`src/rtl/cpu_defs.sv`:
```
// Shared address-class constants and FSM encodings for the register-file write arbiter.
package cpu_defs;

    localparam logic [6:0] HI_ADDR    = 7'h7F;
    localparam logic [6:0] LO_ADDR    = 7'h40;
    localparam logic [6:0] ZERO_ADDR  = 7'h00;
    localparam logic [1:0] CP0_PREFIX = 2'b01;

    typedef enum logic {
        BUF_EMPTY = 1'b0,
        BUF_FULL  = 1'b1
    } buf_state_e;

    typedef enum logic {
        AGE_NORMAL = 1'b0,
        AGE_FORCE  = 1'b1
    } age_state_e;

    // Any address with bit 6 set targets the HI/LO pair.
    function automatic logic is_hilo_addr(input logic [6:0] addr);
        return addr[6];
    endfunction

endpackage

```
`src/rtl/hl_result_buffer.sv`:
```
// One-entry mul/div result buffer with an aging counter that forces the result past WB HI/LO writes.
// Optional direct path to the HI/LO port when RF_ARB_HL_BYPASS_EN is defined.
import cpu_defs::*;

module hl_result_buffer #(
    parameter int MAX_WAIT = 4,
    parameter int CNT_W    = 4
) (
    input  logic        clk,
    input  logic        rst,
    input  logic        flush,
    input  logic        md_valid,
    input  logic [63:0] md_hilo,
    input  logic        wb_hl_grant,
    output logic        md_ready,
    output logic        pending,
    output logic        force_hl,
    output logic        grant,
    output logic        hl_we,
    output logic [63:0] hl_wdata
);

    localparam logic [CNT_W-1:0] MAX_CNT = CNT_W'(MAX_WAIT);

    buf_state_e       buf_state_r, buf_state_s;
    age_state_e       age_state_r, age_state_s;
    logic [CNT_W-1:0] cnt_r, cnt_s;
    logic [63:0]      hold_r;
    logic             full_s, bypass_s, accept_s;

    assign full_s   = (buf_state_r == BUF_FULL);
    assign md_ready = (buf_state_r == BUF_EMPTY) & ~flush;
    assign force_hl = (age_state_r == AGE_FORCE);
    assign pending  = full_s;
    // A flush in the same cycle suppresses the write entirely.
    assign grant    = full_s & ~flush & (~wb_hl_grant | force_hl);

`ifdef RF_ARB_HL_BYPASS_EN
    assign bypass_s = md_ready & md_valid & ~wb_hl_grant;
`else
    assign bypass_s = 1'b0;
`endif

    assign accept_s = md_ready & md_valid & ~bypass_s;
    assign hl_we    = grant | bypass_s;
    assign hl_wdata = bypass_s ? md_hilo : hold_r;

    // Next-state logic for the buffer occupancy and aging FSMs.
    always_comb begin
        buf_state_s = buf_state_r;
        age_state_s = age_state_r;
        cnt_s       = cnt_r;
        case (buf_state_r)
            BUF_EMPTY: begin
                if (accept_s) begin
                    buf_state_s = BUF_FULL;
                end else begin
                    buf_state_s = BUF_EMPTY;
                end
            end
            BUF_FULL: begin
                if (grant || flush) begin
                    buf_state_s = BUF_EMPTY;
                end else begin
                    buf_state_s = BUF_FULL;
                end
            end
            default: buf_state_s = BUF_EMPTY;
        endcase
        if (!full_s || grant || flush) begin
            cnt_s       = {CNT_W{1'b0}};
            age_state_s = AGE_NORMAL;
        end else begin
            cnt_s       = (cnt_r == MAX_CNT) ? MAX_CNT : cnt_r + {{(CNT_W-1){1'b0}}, 1'b1};
            age_state_s = (cnt_s == MAX_CNT) ? AGE_FORCE : AGE_NORMAL;
        end
    end

    // State, counter and hold register.
    always_ff @(posedge clk or negedge rst) begin
        if (!rst) begin
            buf_state_r <= BUF_EMPTY;
            age_state_r <= AGE_NORMAL;
            cnt_r       <= {CNT_W{1'b0}};
            hold_r      <= 64'h0;
        end else begin
            buf_state_r <= buf_state_s;
            age_state_r <= age_state_s;
            cnt_r       <= cnt_s;
            if (accept_s) begin
                hold_r <= md_hilo;
            end else begin
                hold_r <= hold_r;
            end
        end
    end

endmodule

```
`src/rtl/regfile_wb_arbiter.sv`:
```
// Arbitrates the register-file write port and HI/LO port among WB, exception and mul/div requesters.
// Optional feature macro: RF_ARB_HL_BYPASS_EN (mul/div result skips the buffer when the HI/LO port is idle).
import cpu_defs::*;

module regfile_wb_arbiter #(
    parameter int MAX_WAIT = 4,
    parameter int CNT_W    = 4
) (
    input  logic        clk,
    input  logic        rst,
    input  logic        flush,
    input  logic        wb_valid,
    output logic        wb_ready,
    input  logic [6:0]  wb_addr,
    input  logic [31:0] wb_data,
    input  logic        ex_valid,
    output logic        ex_ready,
    input  logic [4:0]  ex_addr,
    input  logic [31:0] ex_data,
    input  logic        md_valid,
    output logic        md_ready,
    input  logic [63:0] md_hilo,
    output logic        regwrite,
    output logic [6:0]  write_addr,
    output logic [31:0] write_data,
    output logic        hl_write_enable,
    output logic [63:0] hl_data,
    output logic        hl_pending
);

    logic        force_s, grant_s, wb_hl_grant_s, hl_we_s;
    logic [63:0] hl_wdata_s;
    logic        regwrite_s;
    logic [6:0]  write_addr_s;
    logic [31:0] write_data_s;

    assign ex_ready      = ex_valid;
    assign wb_ready      = wb_valid & ~ex_valid & ~(force_s & is_hilo_addr(wb_addr));
    assign wb_hl_grant_s = wb_ready & is_hilo_addr(wb_addr);

    hl_result_buffer #(
        .MAX_WAIT (MAX_WAIT),
        .CNT_W    (CNT_W)
    ) u_buf (
        .clk         (clk),
        .rst         (rst),
        .flush       (flush),
        .md_valid    (md_valid),
        .md_hilo     (md_hilo),
        .wb_hl_grant (wb_hl_grant_s),
        .md_ready    (md_ready),
        .pending     (hl_pending),
        .force_hl    (force_s),
        .grant       (grant_s),
        .hl_we       (hl_we_s),
        .hl_wdata    (hl_wdata_s)
    );

    // Select the write-port source; GPR 0 is accepted but never written.
    always_comb begin
        regwrite_s   = 1'b0;
        write_addr_s = write_addr;
        write_data_s = write_data;
        if (ex_valid) begin
            regwrite_s   = 1'b1;
            write_addr_s = {CP0_PREFIX, ex_addr};
            write_data_s = ex_data;
        end else if (wb_ready && (wb_addr != ZERO_ADDR)) begin
            regwrite_s   = 1'b1;
            write_addr_s = wb_addr;
            write_data_s = wb_data;
        end else begin
            regwrite_s   = 1'b0;
        end
    end

    // Registered outputs towards the register file.
    always_ff @(posedge clk or negedge rst) begin
        if (!rst) begin
            regwrite        <= 1'b0;
            write_addr      <= 7'h00;
            write_data      <= 32'h0;
            hl_write_enable <= 1'b0;
            hl_data         <= 64'h0;
        end else begin
            regwrite        <= regwrite_s;
            write_addr      <= write_addr_s;
            write_data      <= write_data_s;
            hl_write_enable <= hl_we_s;
            if (hl_we_s) begin
                hl_data <= hl_wdata_s;
            end else begin
                hl_data <= hl_data;
            end
        end
    end

    // grant_s is consumed inside the buffer; kept visible here for debug probing.
    logic unused_s;
    assign unused_s = grant_s;

endmodule

```
`config.mk`:
```
export PLATFORM = sky130hd
export DESIGN_NAME = regfile_wb_arbiter
export DESIGN_NICKNAME = d
export VERILOG_FILES = /design/src/rtl/cpu_defs.sv /design/src/rtl/hl_result_buffer.sv /design/src/rtl/regfile_wb_arbiter.sv
export SDC_FILE = /design/constraint.sdc
export NUM_CORES = 1
export LEC_CHECK = 0
export ABC_AREA = 1
export CORE_UTILIZATION = 45
export DETAILED_ROUTE_END_ITERATION = 16
export PLACE_DENSITY = 0.9
export SETUP_SLACK_MARGIN = 0.3
export SLEW_MARGIN = 40
export SYNTH_ARGS = -nofsm -noshare
export SYNTH_HDL_FRONTEND = slang
export SYNTH_HIERARCHICAL = 1
export SYNTH_SLANG_ARGS = --single-unit
```
`constraint.sdc`:
```
create_clock -name clk -period 2.2 [get_ports clk]
set_clock_uncertainty 0.1 [all_clocks]
set_input_delay 0.55 -clock clk [delete_from_list [all_inputs] [get_ports clk]]
set_output_delay 0.55 -clock clk [all_outputs]
set_load 0.05 [all_outputs]
```
======== Word level (Yosys, flattened, before mapping) ========
Cells that the tools add are included.
storage, ports and cells
  bits of input ports ..................... 146
  ROM bits ................................ 0
  bits in writable memories ............... 0
  latch bits .............................. 0
  register bits ........................... 175
  word-level logic and storage cells ...... 46
  memories kept ........................... 0
  output and inout bits ................... 109
cells by class
  bitwise logic cells ..................... 14
  muxes and demuxes ....................... 13
  reduce and logical (&&, ||, !) cells .... 7
  add/subtract/negate cells ............... 1
  divide/modulo/power cells ............... 0
  $mul .................................... 0
  $lt $le $gt $ge ......................... 0
  equal/unequal tests ..................... 2
  shift operators ......................... 0
operator list
  operator                                        count
  two-way mux 32 bit                              2
  two-way mux 7 bit                               2
  bitwise AND 1 bit                               8
  == test 4 x 3 -> 1 bit (second input constant)  2
  two-way mux 4 bit                               2
  nonzero test 7 bit                              1
  two-way mux 1 bit                               6
  inverter 1 bit                                  5
  adder 4 x 1 -> 4 bit (second input constant)    1
  logical OR 1 bit                                3
  one-hot mux 1 bit (2 select lines)              1
  nonzero test 2 bit                              1
  logical AND 1 bit                               1
  zero test 1 bit                                 1
  OR 1 bit                                        1

======== Longest topological paths before layout ========
Gate-level depths: netlist of the first run.
  word-level depth ........................ 10
  mapped depth ............................ 11
  mapped depth without buffers ............ 9

======== Modules after synthesis ========
Netlist of the first run, hierarchy kept.
by module, submodules not included
  module              instances  area an instance (sq um)  cells an instance
  regfile_wb_arbiter  1          4,469.3                   438
  hl_result_buffer    1          2,875.3                   319

======== Least setup slack after synthesis of the first run ========
No wires, ideal clock.
  path type ............................... input-to-reg
  start ................................... input port ex_valid
  end ..................................... register hl_data[10]
  setup time .............................. 0.125 ns
  path buffers ............................ 4
  required time ........................... 1.975 ns
  slack ................................... 0.010 ns
  stages on the path ...................... 11
  data arrival time ....................... 1.965 ns
  path through ............................ inv_1 buf_2 nand2_1 nor2_1 inv_1 nor2_1 nor3_1 buf_4 buf_2 buf_2 mux2_2
on the way
  longest elaborated chain between the ends .. 7
RTL lines
  element                         line                      source
  from (decl)                     regfile_wb_arbiter.sv:16  input logic ex_valid,
  inverter 1 bit                  regfile_wb_arbiter.sv:38  assign wb_ready = wb_valid & ~ex_valid & ~(force_s & is_hilo_addr(wb_addr));
  bitwise AND 1 bit (2 in a row)  regfile_wb_arbiter.sv:38
  bitwise AND 1 bit               regfile_wb_arbiter.sv:39  assign wb_hl_grant_s = wb_ready & is_hilo_addr(wb_addr);
  via wb_hl_grant_s               regfile_wb_arbiter.sv:31  logic force_s, grant_s, wb_hl_grant_s, hl_we_s;
  inverter 1 bit                  hl_result_buffer.sv:36    assign grant = full_s & ~flush & (~wb_hl_grant | force_hl);
  OR 1 bit                        hl_result_buffer.sv:36
  bitwise AND 1 bit               hl_result_buffer.sv:36
  via grant_s                     regfile_wb_arbiter.sv:31
  to (signal assigned)            regfile_wb_arbiter.sv:91  hl_data <= hl_wdata_s;
  to (signal assigned)            regfile_wb_arbiter.sv:93  hl_data <= hl_data;
  to (decl)                       regfile_wb_arbiter.sv:27  output logic [63:0] hl_data,
The timed path passes the listed nets, and every way through them passes these cells.
A chain may end at the register's enable or synchronous reset.

======== Worst setup path in the final report of the first run ========
  start ................................... input port wb_addr[6]
  end ..................................... output port wb_ready
on the way
  longest elaborated chain between the ends .. 3
RTL lines
  element            line                      source
  from (decl)        regfile_wb_arbiter.sv:14  input logic [6:0] wb_addr,
  bitwise AND 1 bit  regfile_wb_arbiter.sv:38
  inverter 1 bit     regfile_wb_arbiter.sv:38
  bitwise AND 1 bit  regfile_wb_arbiter.sv:38
  to (decl)          regfile_wb_arbiter.sv:13  output logic wb_ready,
Every way passes these cells.

==> results.toml, run 1 <==
[run_status]
status = "complete, no violations"

[drt]
initialDrtViolationCount = 392
drc = 0
via_count = 6405
post_drt_wl_per_cell_um = 16.9
drt_pass1_iterations = 4
ant_nets = 0
avgViaCountPerCell = 5.11
routed_wl_mm = 21.1

[place]
portBuffers = 254
gp_congestion = 0.866
post-place-cells = 1203
placed_area_sq_mm = 0.0101
dpl.hpwl_mm = 13.6

[power]
p_switching_mw = 4.25
switching_share_pct = 38.1
power.density_mw_per_mm2 = 1000
pwr-share-clk_pct = 27.8
internal_power_mw = 6.91
pwr-share-comb_pct = 34.3
leakage_nw = 5.49
peakVddDrop_v = 0.000671
power_frac_seq_pct = 37.9

[sta]
fmax_mhz = 491
hold_viol = 0
rsz0062_at_grt = "true"
maxSlewHeadroom_pct = 63.7
period_share_pct = 92.6
tightestPinTransition_ns = 0.545
setup_viol = 0
drv_slew = 0
period_needed_ns = 2.04

[global_route]
use_met2_pct = 42.2
busiest_layer = "met2"
antenna_found_initial = 0
grt_overflow_total = 0
use_met1_pct = 29.0
grt_use_met3_pct = 5.70
grt_max_degree = 76
grt_pass1_wl_mm = 31.6
grt_pass1_vias = 6289
grtUsageTotal_pct = 24.6

[logic_synthesis]
netlist.area_leader.share_pct = 59.6
syn_area_per_cell_sq_um = 9.70
ys_seq_area_share_pct = 59.6
post-synth-top-area-cell = "dfrtp_1"
syn_nets = 905
synth-seq-cells = 175
ys_warn_count = 6
synth_area_sq_mm = 0.00734
synth_cell_type_count = 21
syn_inst = 757
yosys-top-cells-area = "dfrtp_1 (60%), nand2_1 (16%), mux2_2 (9.8%), nand3_1 (7.2%), buf_2 (1.7%)"

[clock_network]
clock_latency_ns = 0.42
ctsRootBufferMaster = "clkbuf_16"
cts_buffer_depth = 2
cts.sinks = 175
cts-buffers-inserted = 17
htreeDepth = 4
clk_pin_slew_ns = 0.07
cts_tree = "built"

[hold_path]
hold_start = "u_buf/hl_wdata[38]"
hold_class = "flop to flop"

[final_layout]
final_common_cell = "nand2_1"
finalNetCount = 1172
filler_cell_count = 1108
most-common-layout-cells = "nand2_1 (320), dfrtp_1 (174), clkdlybuf4s50_1 (139)"
fin_area_sq_mm = 0.0111
multi_input_area_sq_mm = 0.00265
n_antenna_cell = 0
final_cells = 1253
drive_above_1_share_pct = 25.6
seq_area_sq_mm = 0.00438
syn2layout_area_growth_pct = 51.3

[critical_path]
r2r-start = "u_buf/force_hl"
cp-start-kind = "input pin"
cp.required_ns = 1.55
arrival_ns = 1.39
slowest_delay_ns = 0.28
crit_start = "wb_addr[6]"
slowest_stage = "dlygate4sd2_1"
path_cells = "dlygate4sd2_1 > a21boi_4 > nand2_2 > buf_6 > inv_4 > buf_12"
end_kind = "primary output"
cp_max_fo = 2
critPathKind = "input pin to primary output"

[floorplan]
placeableCoreArea_sq_mm = 0.0159
num_rows = 46
dieHeight_um = 130
die_w_um = 130
fp.dieArea_sq_mm = 0.0168
io_pins = 255
start_util_pct = 46.2

[run]
drv_cap = 0
[repair_timing]
| item | 4_1_cts | 5_1_grt |
|---|---|---|
| hold buffers | 1 | 0 |
| setup endpoints to repair | 162 | 100 |
| pin swaps | 2 | 3 |
| setup buffers | 9 | 0 |
| endpoints found under the hold margin | 17 | 0 |
| gates cloned | 3 | 5 |
| gates resized for setup | 211 | 9 |
[routing by layer]
layer  part of all wire, %  wire length (um)
met4                   4.3               905
met2                    52             10900
met1                    38              8120
met5                     0                 0
met3                   5.8              1220
[path summary, 6_finish.rpt]
| check | cells past startpoint | slack (ns) | to |
|---|---|---|---|
| worst max-delay path | 6 | 0.16 | wb_ready |
| worst min-delay path | 2 | 0.37 | u_buf/hl_wdata[38] |
| worst max register to register | 10 | 0.20 | hl_data[41] |
| worst min register to register | 2 | 0.37 | u_buf/hl_wdata[38] |
| max in group asynchronous | 3 | 0.87 | u_buf/hl_wdata[54] |
| min in group asynchronous | 2 | 0.44 | write_addr[1] |
[worst max-delay path: cells and delay by family]
family / cells / cell delay (ns)
AOI/OAI and AO/OA: 1 / 0.17
buffers and inverters: 4 / 0.58
and+or+nand+nor: 1 / 0.09
[cell type report]
cell class	instances	area share, %
Sequential cell	175	39.4
Timing Repair Buffer	297	28.2
Multi-Input combinational cell	517	23.8
Clock buffer	19	4.08
Tap cell	216	2.43
Clock inverter	13	1.46
Inverter	16	0.563
[power by group through the flow]
stage               combinational, mW  sequential, mW  clock (mW)
CTS                              3.82            4.22        3.16
finish                           3.83            4.23        3.10
global route                     4.01            4.31        3.30
floorplan                       0.778            5.81           0
detailed placement               3.86            4.26           0
global placement                 3.79            4.23           0
[stage by stage]
step           setup slack, ns  TNS [ns]  power (mW)  utilization (%)  hold WS (ns)
6_report                 0.163         0        11.2             70.0         0.369
5_1_grt                  0.111         0        11.6             70.0         0.387
4_1_cts                  0.162         0        11.2             69.2         0.372
3_5_place_dp            -0.417    -33.46        8.12             63.5         0.309
3_3_place_gp            -0.383    -31.13        8.02             63.5         0.309
2_1_floorplan            0.189         0        6.59                -         0.154
[state kept, by name (all words and copies together), names as in the netlist]
register	flops
hl_write_enable	1
write_addr	7
u_buf/hl_wdata	64
regwrite	1
u_buf/pending	1
u_buf/force_hl	1
write_data	32
u_buf/cnt_r	4
hl_data	64
[cells in the mapped netlist]
master      n
buf_2      25
buf_6       7
nor2_1     10
nor3_1      2
a21boi_2    1
inv_1      16
nand2_2     1
a21oi_1     1
buf_4       9
nand3_1   106
clkbuf_1    3
o21ai_2     1
nand4_1     1
o21ai_0     3
ha_1        2
nor2_2      2
or2_2       1
dfrtp_1   175
buf_1       5
mux2_2     64
nand2_1   322
[kinds of logic after synthesis]
group                      Yosys count  share of synthesized area [%]
buffers and inverters               65                           4.92
AOI/OAI and AO/OA                    6                          0.545
muxes                               64                           9.81
DFF                                175                           59.6
and+or+nand+nor                    445                           24.8
adders and majority gates            2                          0.341
Power figures use the tool's default switching activity.
==> run 2: changes to the inputs <==
Settings changed: CORE_UTILIZATION 45 to 47, DONT_BUFFER_PORTS from default to 1, PLACE_DENSITY 0.9 to 0.72.
==> run 2 against run 1 <==
  * The run now ends with hold timing left
  * Register-to-register slack improved by 0.16 ns
  * Critical endpoint unchanged
  * Maximum frequency increased by 4.0%
  * Largest cell class unchanged
  * Clock power decreased by 3%
==> results.toml, run 2 (synthesis results as in run 1) <==
[critical_path]
timing.rr.end = "hl_data[28]"
cp.required_ns = 1.55
end_kind = "primary output"
regToRegSetupSlack_ns = 0.36
arrival_ns = 1.31
ff2ff_path_depth = 9
cp-start-kind = "flop"
r2r-start = "u_buf/force_hl"
critPathKind = "flop to primary output"
cp_max_fo = 4

[drt]
drt_pass1_iterations = 5
via_count = 5061
post_drt_wl_per_cell_um = 17.2
drc = 0
avgViaCountPerCell = 5.32
ant_nets = 0
routed_wl_mm = 16.4
initialDrtViolationCount = 271

[global_route]
grt_overflow_total = 0
grt_pass1_wl_mm = 25.6
antenna_found_initial = 1
grt_pass1_vias = 4780
grt_max_degree = 176
grtUsageTotal_pct = 20.5

[run_status]
failed_checks = "hold timing"
status = "complete, but fails checks"

[sta]
fmax_mhz = 510
drv_slew = 0
period_share_pct = 89.1
rsz0062_at_grt = "true"
final.setup.tns_ns = 0
setup_viol = 0
tightestPinTransition_ns = 0.721
maxSlewHeadroom_pct = 51.9
whs_ns = -0.274
hold_viol = 175
period_needed_ns = 1.96

[clock_network]
clk_pin_slew_ns = 0.07
ctsRootBufferMaster = "clkbuf_16"
cts-buffers-inserted = 17
cts_buffer_depth = 2
clock_latency_ns = 0.42
htreeDepth = 4
cts_tree = "built"
cts.sinks = 175

[final_layout]
final_common_cell = "nand2_1"
most-common-layout-cells = "nand2_1 (320), dfrtp_1 (174), nand3_1 (106)"
final_cells = 952
drive_above_1_share_pct = 17.7
post-route-util_pct = 53.9
syn2layout_area_growth_pct = 11.5
fin_area_sq_mm = 0.00819
n_antenna_cell = 0
finalNetCount = 899

[place]
dpl.hpwl_mm = 10.4
gp_congestion = 0.835
portBuffers = 0
placed_area_sq_mm = 0.00745
post-place-cells = 910

[floorplan]
die_w_um = 127
num_rows = 45
dieHeight_um = 127
placeableCoreArea_sq_mm = 0.0152
fp.dieArea_sq_mm = 0.0161
start_util_pct = 48.3
io_pins = 255

[power]
total_power_mw = 9.79
leakage_nw = 4.22
power.density_mw_per_mm2 = 1200
peakVddDrop_v = 0.000933

[run]
drv_cap = 0

[hold_path]
hold_class = "input pin to async pin"
-- run 2: stage by stage --
stage,hold slack [ns],setup slack [ns]
6_report,-0.274,0.241
5_1_grt,-0.309,0.188
4_1_cts,-0.299,0.198
3_5_place_dp,0.157,0.00980
3_3_place_gp,0.157,0.0339
2_1_floorplan,0.154,0.189
-- run 2: worst max path at each step --
stage	from	to	slack [ns]	depth (start not counted)
floorplan	wb_valid	hl_data[10]	0.19	10
global placement	wb_valid	hl_data[49]	0.03	8
detailed placement	wb_valid	hl_data[9]	0.01	8
CTS	u_buf/force_hl	wb_ready	0.20	4
global route	u_buf/force_hl	wb_ready	0.19	4
finish	u_buf/force_hl	wb_ready	0.24	4
-- run 2: power by group --
part	leakage [nW]	switching [mW]	total [mW]	internal (mW)
combinational	1.76	0.401	0.872	0.471
sequential	2.18	2.10	5.92	3.82
clock	0.287	1.37	3.00	1.62
-- run 2: routing by layer --
metal | global-route usage [%] | wire length, um | vias up
met2 | 32.1 | 8020 | 179
met5 | 0 | 15 | -
met1 | 26.1 | 6700 | 2441
li1 | - | - | 2418
met3 | 8.42 | 1420 | 21
met4 | 6.37 | 255 | 2
-- run 2: cell type report --
cell class,count,area [sq um]
clock buffers,17,425
clock inverters,15,178
fillers,1348,7020
inverters,16,60.1
multi-input cells,517,2650
flip-flops and latches,175,4380
well taps,188,235
repair buffers,24,255
-- run 2: timing repair --
item	4_1_cts	5_1_grt
setup buffers	5	3
endpoints found under the hold margin	175	175
gates resized for setup	5	4
cloned	1	1
setup endpoints to repair	44	67
pin swaps	2	4
-- run 2: critical path, cell delays in order (launching register included) --
cell,delay [ns]
dfrtp_2,0.44
a21boi_4,0.17
nand2_4,0.09
inv_2,0.07
buf_12,0.13
